<file path="src/rtl/bsg_alu_resp.sv">
// Flow-controlled two-stage ALU responder: S1 operand register, S2 compute into
// a credit-protected output FIFO, results tagged with a wrapping sequence number.
module bsg_alu_resp #(
  parameter int unsigned width_p     = 4,
  parameter int unsigned els_p       = 2,
  parameter int unsigned tag_width_p = 8
) (
  input  logic                   clk,
  input  logic                   reset,
  input  logic                   v_i,
  input  logic [1:0]             control_i,
  input  logic [width_p-1:0]     a_i,
  input  logic [width_p-1:0]     b_i,
  output logic                   ready_o,
  output logic                   v_o,
  output logic [width_p-1:0]     res_o,
  output logic                   carry_o,
  output logic                   zero_o,
  output logic [tag_width_p-1:0] tag_o,
  input  logic                   yumi_i
);

  localparam int unsigned ptr_w = $clog2(els_p);
  localparam int unsigned cnt_w = $clog2(els_p + 1);

  typedef enum logic [1:0] {
    OP_ADD = 2'b00,
    OP_SUB = 2'b01,
    OP_AND = 2'b10,
    OP_OR  = 2'b11
  } op_e;

  typedef struct packed {
    logic [width_p-1:0]     res;
    logic                   carry;
    logic                   zero;
    logic [tag_width_p-1:0] tag;
  } entry_t;

  logic                   s1_v;
  op_e                    s1_op;
  logic [width_p-1:0]     s1_a, s1_b;
  logic [tag_width_p-1:0] s1_tag, tag_r;

  entry_t                 mem [els_p];
  logic [ptr_w-1:0]       wr_ptr, rd_ptr;
  logic [cnt_w-1:0]       count;

  entry_t                 s2_entry, head;
  logic [width_p:0]       wide_sum, wide_diff;
  logic [cnt_w:0]         occupancy;
  logic                   accept, enq, deq;

  function automatic logic [ptr_w-1:0] ptr_inc(input logic [ptr_w-1:0] p);
    return (p == ptr_w'(els_p - 1)) ? '0 : p + ptr_w'(1);
  endfunction

  always_comb begin
    wide_sum  = {1'b0, s1_a} + {1'b0, s1_b};
    wide_diff = {1'b0, s1_a} - {1'b0, s1_b};
    s2_entry  = '0;
    unique case (s1_op)
      OP_ADD: begin s2_entry.res = wide_sum[width_p-1:0];  s2_entry.carry = wide_sum[width_p];  end
      // The borrow out of the widened subtract is exactly a < b (unsigned).
      OP_SUB: begin s2_entry.res = wide_diff[width_p-1:0]; s2_entry.carry = wide_diff[width_p]; end
      OP_AND: s2_entry.res = s1_a & s1_b;
      OP_OR:  s2_entry.res = s1_a | s1_b;
      default: s2_entry.res = '0;
    endcase
    s2_entry.zero = (s2_entry.res == '0);
    s2_entry.tag  = s1_tag;
  end

  // Credit counts S1 as already occupying a FIFO slot, so S1->FIFO never stalls.
  assign occupancy = {1'b0, count} + (cnt_w + 1)'(s1_v);
  assign ready_o   = !reset && (occupancy < (cnt_w + 1)'(els_p));
  assign v_o       = (count != '0);
  assign accept    = v_i && ready_o;
  assign enq       = s1_v;
  assign deq       = yumi_i && v_o;

  assign head    = mem[rd_ptr];
  assign res_o   = head.res;
  assign carry_o = head.carry;
  assign zero_o  = head.zero;
  assign tag_o   = head.tag;

  always_ff @(posedge clk) begin
    if (reset) begin
      s1_v   <= 1'b0;
      s1_op  <= OP_ADD;
      s1_a   <= '0;
      s1_b   <= '0;
      s1_tag <= '0;
      tag_r  <= '0;
      wr_ptr <= '0;
      rd_ptr <= '0;
      count  <= '0;
      for (int unsigned i = 0; i < els_p; i++) begin
        mem[i] <= '{res: '0, carry: 1'b0, zero: 1'b1, tag: '0};
      end
    end else begin
      s1_v <= accept;
      if (accept) begin
        s1_op  <= op_e'(control_i);
        s1_a   <= a_i;
        s1_b   <= b_i;
        s1_tag <= tag_r;
        tag_r  <= tag_r + tag_width_p'(1);
      end
      if (enq) begin
        mem[wr_ptr] <= s2_entry;
        wr_ptr      <= ptr_inc(wr_ptr);
      end
      if (deq) begin
        rd_ptr <= ptr_inc(rd_ptr);
      end
      unique case ({enq, deq})
        2'b10:   count <= count + cnt_w'(1);
        2'b01:   count <= count - cnt_w'(1);
        default: count <= count;
      endcase
    end
  end

`ifndef SYNTHESIS
  always_ff @(posedge clk) begin
    if (!reset) begin
      assert (!(yumi_i && !v_o)) else $error("bsg_alu_resp: yumi_i asserted while v_o is low");
    end
  end
`endif

endmodule

</file>
<file path="config.mk">
export PLATFORM = sky130hd
export DESIGN_NAME = bsg_alu_resp
export DESIGN_NICKNAME = d
export VERILOG_FILES = /design/src/rtl/bsg_alu_resp.sv
export SDC_FILE = /design/constraint.sdc
export NUM_CORES = 1
export LEC_CHECK = 0
export ABC_CLOCK_PERIOD_IN_PS = 2700
export CORE_UTILIZATION = 56
export DETAILED_ROUTE_END_ITERATION = 7
export GPL_TIMING_DRIVEN = 0
export PLACE_DENSITY = 0.9
export REMOVE_ABC_BUFFERS = 1
export SLEW_MARGIN = 20
export SYNTH_ARGS = -nofsm -noshare
export SYNTH_HDL_FRONTEND = slang
export SYNTH_SLANG_ARGS = --single-unit
</file>
<file path="constraint.sdc">
create_clock -name clk -period 2.7 [get_ports clk]
set_input_delay 0.81 -clock clk [delete_from_list [all_inputs] [get_ports clk]]
set_output_delay 0.81 -clock clk [all_outputs]
set_load 0.01 [all_outputs]
</file>
==> results of run 1 <==
routing by layer:
layer	share of wire	routed length, um
met1	0.42	2260
met2	0.52	2780
met3	0.029	157
met4	0.024	128
met5	0	0
worst max-delay path: stages, from the launching register on:
cell	delay, ns
dfxtp_2	0.52
mux2_2	0.38
clkdlybuf4s50_1	0.48
cell type report:
type | count | share of cell area
clock inverters | 6 | 0.0327
repair buffers | 29 | 0.0841
flip-flops and latches | 60 | 0.435
clock buffers | 10 | 0.0374
well taps | 67 | 0.0246
inverters | 16 | 0.0176
multi-input cells | 191 | 0.369
kinds of logic (layout without fill, tap and decap cells):
logic type	count (synthesis)	count (layout)	synth area share
adders and majority gates	16	16	0.0752
muxes	19	19	0.0726
buffers and inverters	29	61	0.0433
AOI/OAI and AO/OA	42	42	0.0909
DFF	60	60	0.518
xor gates and xnor gates	11	11	0.0337
and+or+nand+nor	103	103	0.167
power breakdown:
group	internal [mW]	switching [mW]
combinational	0.293	0.262
clock	0.615	0.353
sequential	1.03	0.0933
total	1.94	0.708
through the flow:
stage / power, mW / hold WS, ns
floorplan: 1.46 / 0.434
global placement: 1.67 / 0.452
detailed placement: 1.70 / 0.457
CTS: 2.66 / 0.474
global route: 2.77 / 0.517
finish: 2.65 / 0.475
placed cells by master (no fill, tap or decap), drive strengths merged, types with 10 or more instances in the layout:
cell           Yosys  final
a21oi             26     26
and2              18     18
clkbuf             8     10
clkdlybuf4s50      0     27
dfxtp             32     32
edfxtp            28     28
ha                14     14
inv               16     17
mux2              14     14
nand2             43     43
nor2              25     25
path summary, 6_finish.rpt:
kind | cells past startpoint | slack (ns) | to
worst min-delay path | 2 | 0.47 | s1_tag[4]
worst max-delay path | 2 | 0.17 | carry_o
worst min register to register | 2 | 0.47 | s1_tag[4]
worst max register to register | 7 | 0.54 | mem[0][13]
state kept, by name, indices dropped and copies added (netlist names), named ones only:
signal  count
count       2
s1_tag      8
s1_b        4
mem        28
enq         1
tag_r       8
s1_a        4
rd_ptr      1
wr_ptr      1
s1_op       2
repair_timing:
action / CTS / global route
setup endpoints to repair: 15 / 0
gates resized for setup: 3 / 0
endpoints found under the hold margin: 0 / 0
==> run summary, run 1 <==
Top Usage Layer GRT - met2
Clock transition at path regs - 0.07 ns
WP data arrival - 1.72 ns
clk sinks - 60
GR Layer Usage met2 - 0.387
HP Class - flip-flop to flip-flop
Synth area leaders - edfxtp_1 29%, dfxtp_1 22%, ha_1 6.1%, mux2_2 5.5%, nand2_1 5.5%
worst setup margin - 0.168 ns
worst slew pin tran - 0.787 ns
setup_tns - 0 ns
Synth top cells by count - 42 x nand2_1, 32 x dfxtp_1, 28 x edfxtp_1
Synth Register Bits - 60
GPL Wtd Cong - 0.921
port bufs - 29
crit-path max FO - 14
vias in the first global route - 1,972
row cnt - 25
part of the Yosys area used for sequential elements - 0.518
placed inst area - 0.00317 mm^2
Setup CP Type - flip-flop to output pin
Syn Inst Count - 280
cell count after placement - 363
Mean Syn Cell Area - 10.2 um^2
worst r2r src - s1_a[1]
Pleak - 1.23 nW
die footprint - 0.00540 mm^2
global-route wire length before repair - 8890 um
HP Start - s1_tag[4]
Tmin final - 2.53 ns
dpl hpwl - 3570 um
initial antenna violation count - 0
met3 GRT Util - 0.0453
iteration-0 DRC count of the detailed router - 144
CTS Hold Bufs - 0
Avg WL per Cell - 14.1 um
CP Launch Type - flip-flop
CP endpoint kind - output pin
nets - 337
Storage cell area - 0.00148 mm^2
Synth Warn # - 0
Worst EP required - 1.89 ns
final wirelength - 5330 um
final hold viol count - 0
ANT cells - 0
Core Area - 0.00482 mm^2
CTS tree - built
Layout area overhead - 19.1%
H-Tree Depth - 3
met1 Usage GRT - 0.257
GRT overflow - 0
Total Routing Usage GR - 0.225
EDFF count, synth - 28
Skew-Pair Late Insertion Delay - 0.33 ns
Worst VDD drop - 347 uV
pwr/cell area - 777 mW/mm^2
clk root buf - clkbuf_8
status - completed
non-filler cells, final - 379
layout cells sized above 1 - 0.128
fraction of registers with async set/reset - 0
die extent in y - 73.5 um
fmax - 0.395 GHz
Synth Flop Type - dfxtp_1
fill count - 363
mapped cell area - 0.00286 mm^2
via count - 2,007
Clock Tree Buf Depth - 2
slew margin rel. - 0.471
Initial Utilization - 0.594
max-cap violations - 0
Die Wd - 73.5 um
post-route clock period utilization - 0.938
area occupied by multi-input gates - 0.00126 mm^2
CTS Buf Count - 9
post-route ant nets - 0
top cell type's share of synthesized area - 0.294
Synth area leader - edfxtp_1
# IOs - 30
Final setup viols - 0
top-count cell post-synth - nand2_1
routed vias/inst - 5.30
Worst Skew - 0.00838 ns
Residual DRC - 0
synth unique cells - 41
setup slack after placement - -0.162 ns
largest net degree at the start of global routing - 39
fin util - 0.708
Pre-antenna DRT Iters - 4
unrepaired setup endpoints after global routing - false
Slew Limit Fails - 0
cell area after layout - 0.00341 mm^2
Post-CTS Setup Bufs - 0
(Power assumes the default switching activity.)
==> inputs of run 2 (changes only) <==
- CAP_MARGIN: unset -> 20
- CORE_ASPECT_RATIO: unset -> 1.1
==> run 2 against run 1 <==
Power decreased by 11%. Clock skew decreased by 0.00065 ns. Die area about the same. Sequential share of layout area increased by 1.2 points. Largest cell class unchanged. Sequential cell count unchanged. First-iteration DRC count decreased by 8.3%. Core utilization decreased by 1.3 points. Largest power group unchanged. Worst setup slack got worse by 0.0042 ns. Register-to-register slack improved by 0.07 ns.
==> run summary, run 2 (synthesis results as in run 1) <==
CTS tree - built
WP data arrival - 1.73 ns
Worst VDD drop - 422 uV
iteration-0 DRC count of the detailed router - 132
Residual DRC - 0
pwr/cell area - 707 mW/mm^2
biggest regs - mem (28), s1_tag (8), tag_r (8)
most flop-heavy register - mem
fill count - 352
setup_tns - 0 ns
die extent in y - 77.0 um
final wirelength - 5000 um
hold_ws - 0.477 ns
Worst Skew - 0.00773 ns
CP Launch Type - flip-flop
nets - 337
crit-path max FO - 14
Layout area overhead - 16.0%
dpl hpwl - 3510 um
via count - 1,980
max reg flops - 28
CTS Hold Bufs - 0
initial antenna violation count - 0
routed vias/inst - 5.38
setup slack after placement - -0.140 ns
HP Class - flip-flop to flip-flop
worst slew pin tran - 0.899 ns
H-Tree Depth - 3
slew margin rel. - 0.396
GPL Wtd Cong - 0.868
cell area after layout - 0.00332 mm^2
largest net degree at the start of global routing - 39
max-cap violations - 0
Pleak - 1.20 nW
Initial Utilization - 0.598
placed inst area - 0.00315 mm^2
clk sinks - 60
Clock Tree Buf Depth - 2
row cnt - 26
port bufs - 29
layout cells sized above 1 - 0.122
Setup CP Type - flip-flop to output pin
clk root buf - clkbuf_8
Storage cell area - 0.00148 mm^2
cell count after placement - 352
Tmin final - 2.54 ns
Slew Limit Fails - 0
status - completed
post-route clock period utilization - 0.939
Clock transition at path regs - 0.07 ns
leading cell type in the layout, fill and taps excluded - nand2_1
Worst EP required - 1.89 ns
Post-CTS Setup Bufs - 0
fmax - 0.394 GHz
Total Routing Usage GR - 0.206
ANT cells - 0
CP endpoint kind - output pin
vias in the first global route - 1,966
Die Wd - 70.2 um
non-filler cells, final - 368
final hold viol count - 0
# IOs - 30
post-route ant nets - 0
Pre-antenna DRT Iters - 4
Avg WL per Cell - 13.6 um
worst setup margin - 0.164 ns
Final setup viols - 0
CTS Buf Count - 9
die footprint - 0.00540 mm^2
Core Area - 0.00478 mm^2
area occupied by multi-input gates - 0.00126 mm^2
commonest cells after routing, fill and taps aside - 42 x nand2_1, 31 x dfxtp_1, 28 x edfxtp_1
Skew-Pair Late Insertion Delay - 0.33 ns
GRT overflow - 0
global-route wire length before repair - 8650 um
unrepaired setup endpoints after global routing - false
[run 2: worst paths after layout]
check / from / slack, ns / cells past startpoint / endpoint
max: flip-flop / 0.16 / 2 / tag_o[3]
min: s1_b[3] / 0.48 / 2 / s1_b[3]
max reg2reg: s1_a[1] / 0.61 / 7 / mem[0][13]
min reg2reg: s1_b[3] / 0.48 / 2 / s1_b[3]
[run 2: metal layers]
metal / global-route usage / vias up / wire length [um]
li1: - / 997 / -
met1: 0.249 / 936 / 2250
met2: 0.337 / 38 / 2490
met3: 0.0552 / 9 / 157
met4: 0.102 / 0 / 102
met5: 0 / - / 0
[run 2: through the flow]
stage           util  power [mW]
6_report       0.694        2.35
2_1_floorplan      -        1.46
4_1_cts        0.694        2.36
3_3_place_gp   0.660        1.67
5_1_grt        0.694        2.46
3_5_place_dp   0.659        1.69
[run 2: report_power, final]
| part | total (mW) | switching, mW | internal (mW) |
|---|---|---|---|
| Clock | 0.677 | 0.323 | 0.354 |
| Combinational | 0.545 | 0.253 | 0.292 |
| Sequential | 1.12 | 0.0905 | 1.03 |
[run 2: worst max-delay path, cell delays in order, from the launching register on]
cell	delay [ns]
dfxtp_2	0.52
mux2_2	0.39
clkdlybuf4s50_1	0.48
[run 2: what timing repair did]
action | in CTS | in global routing
hold endpoints to repair | 0 | 0
setup endpoints to repair | 15 | 0
resized for setup | 3 | 0
[run 2: cell type report]
type,count,area share
Timing Repair Buffer,29,0.0863
Inverter,16,0.0181
Clock inverter,3,0.00452
Tap cell,56,0.0211
Clock buffer,13,0.0449
Multi-Input combinational cell,191,0.378
Sequential cell,60,0.447
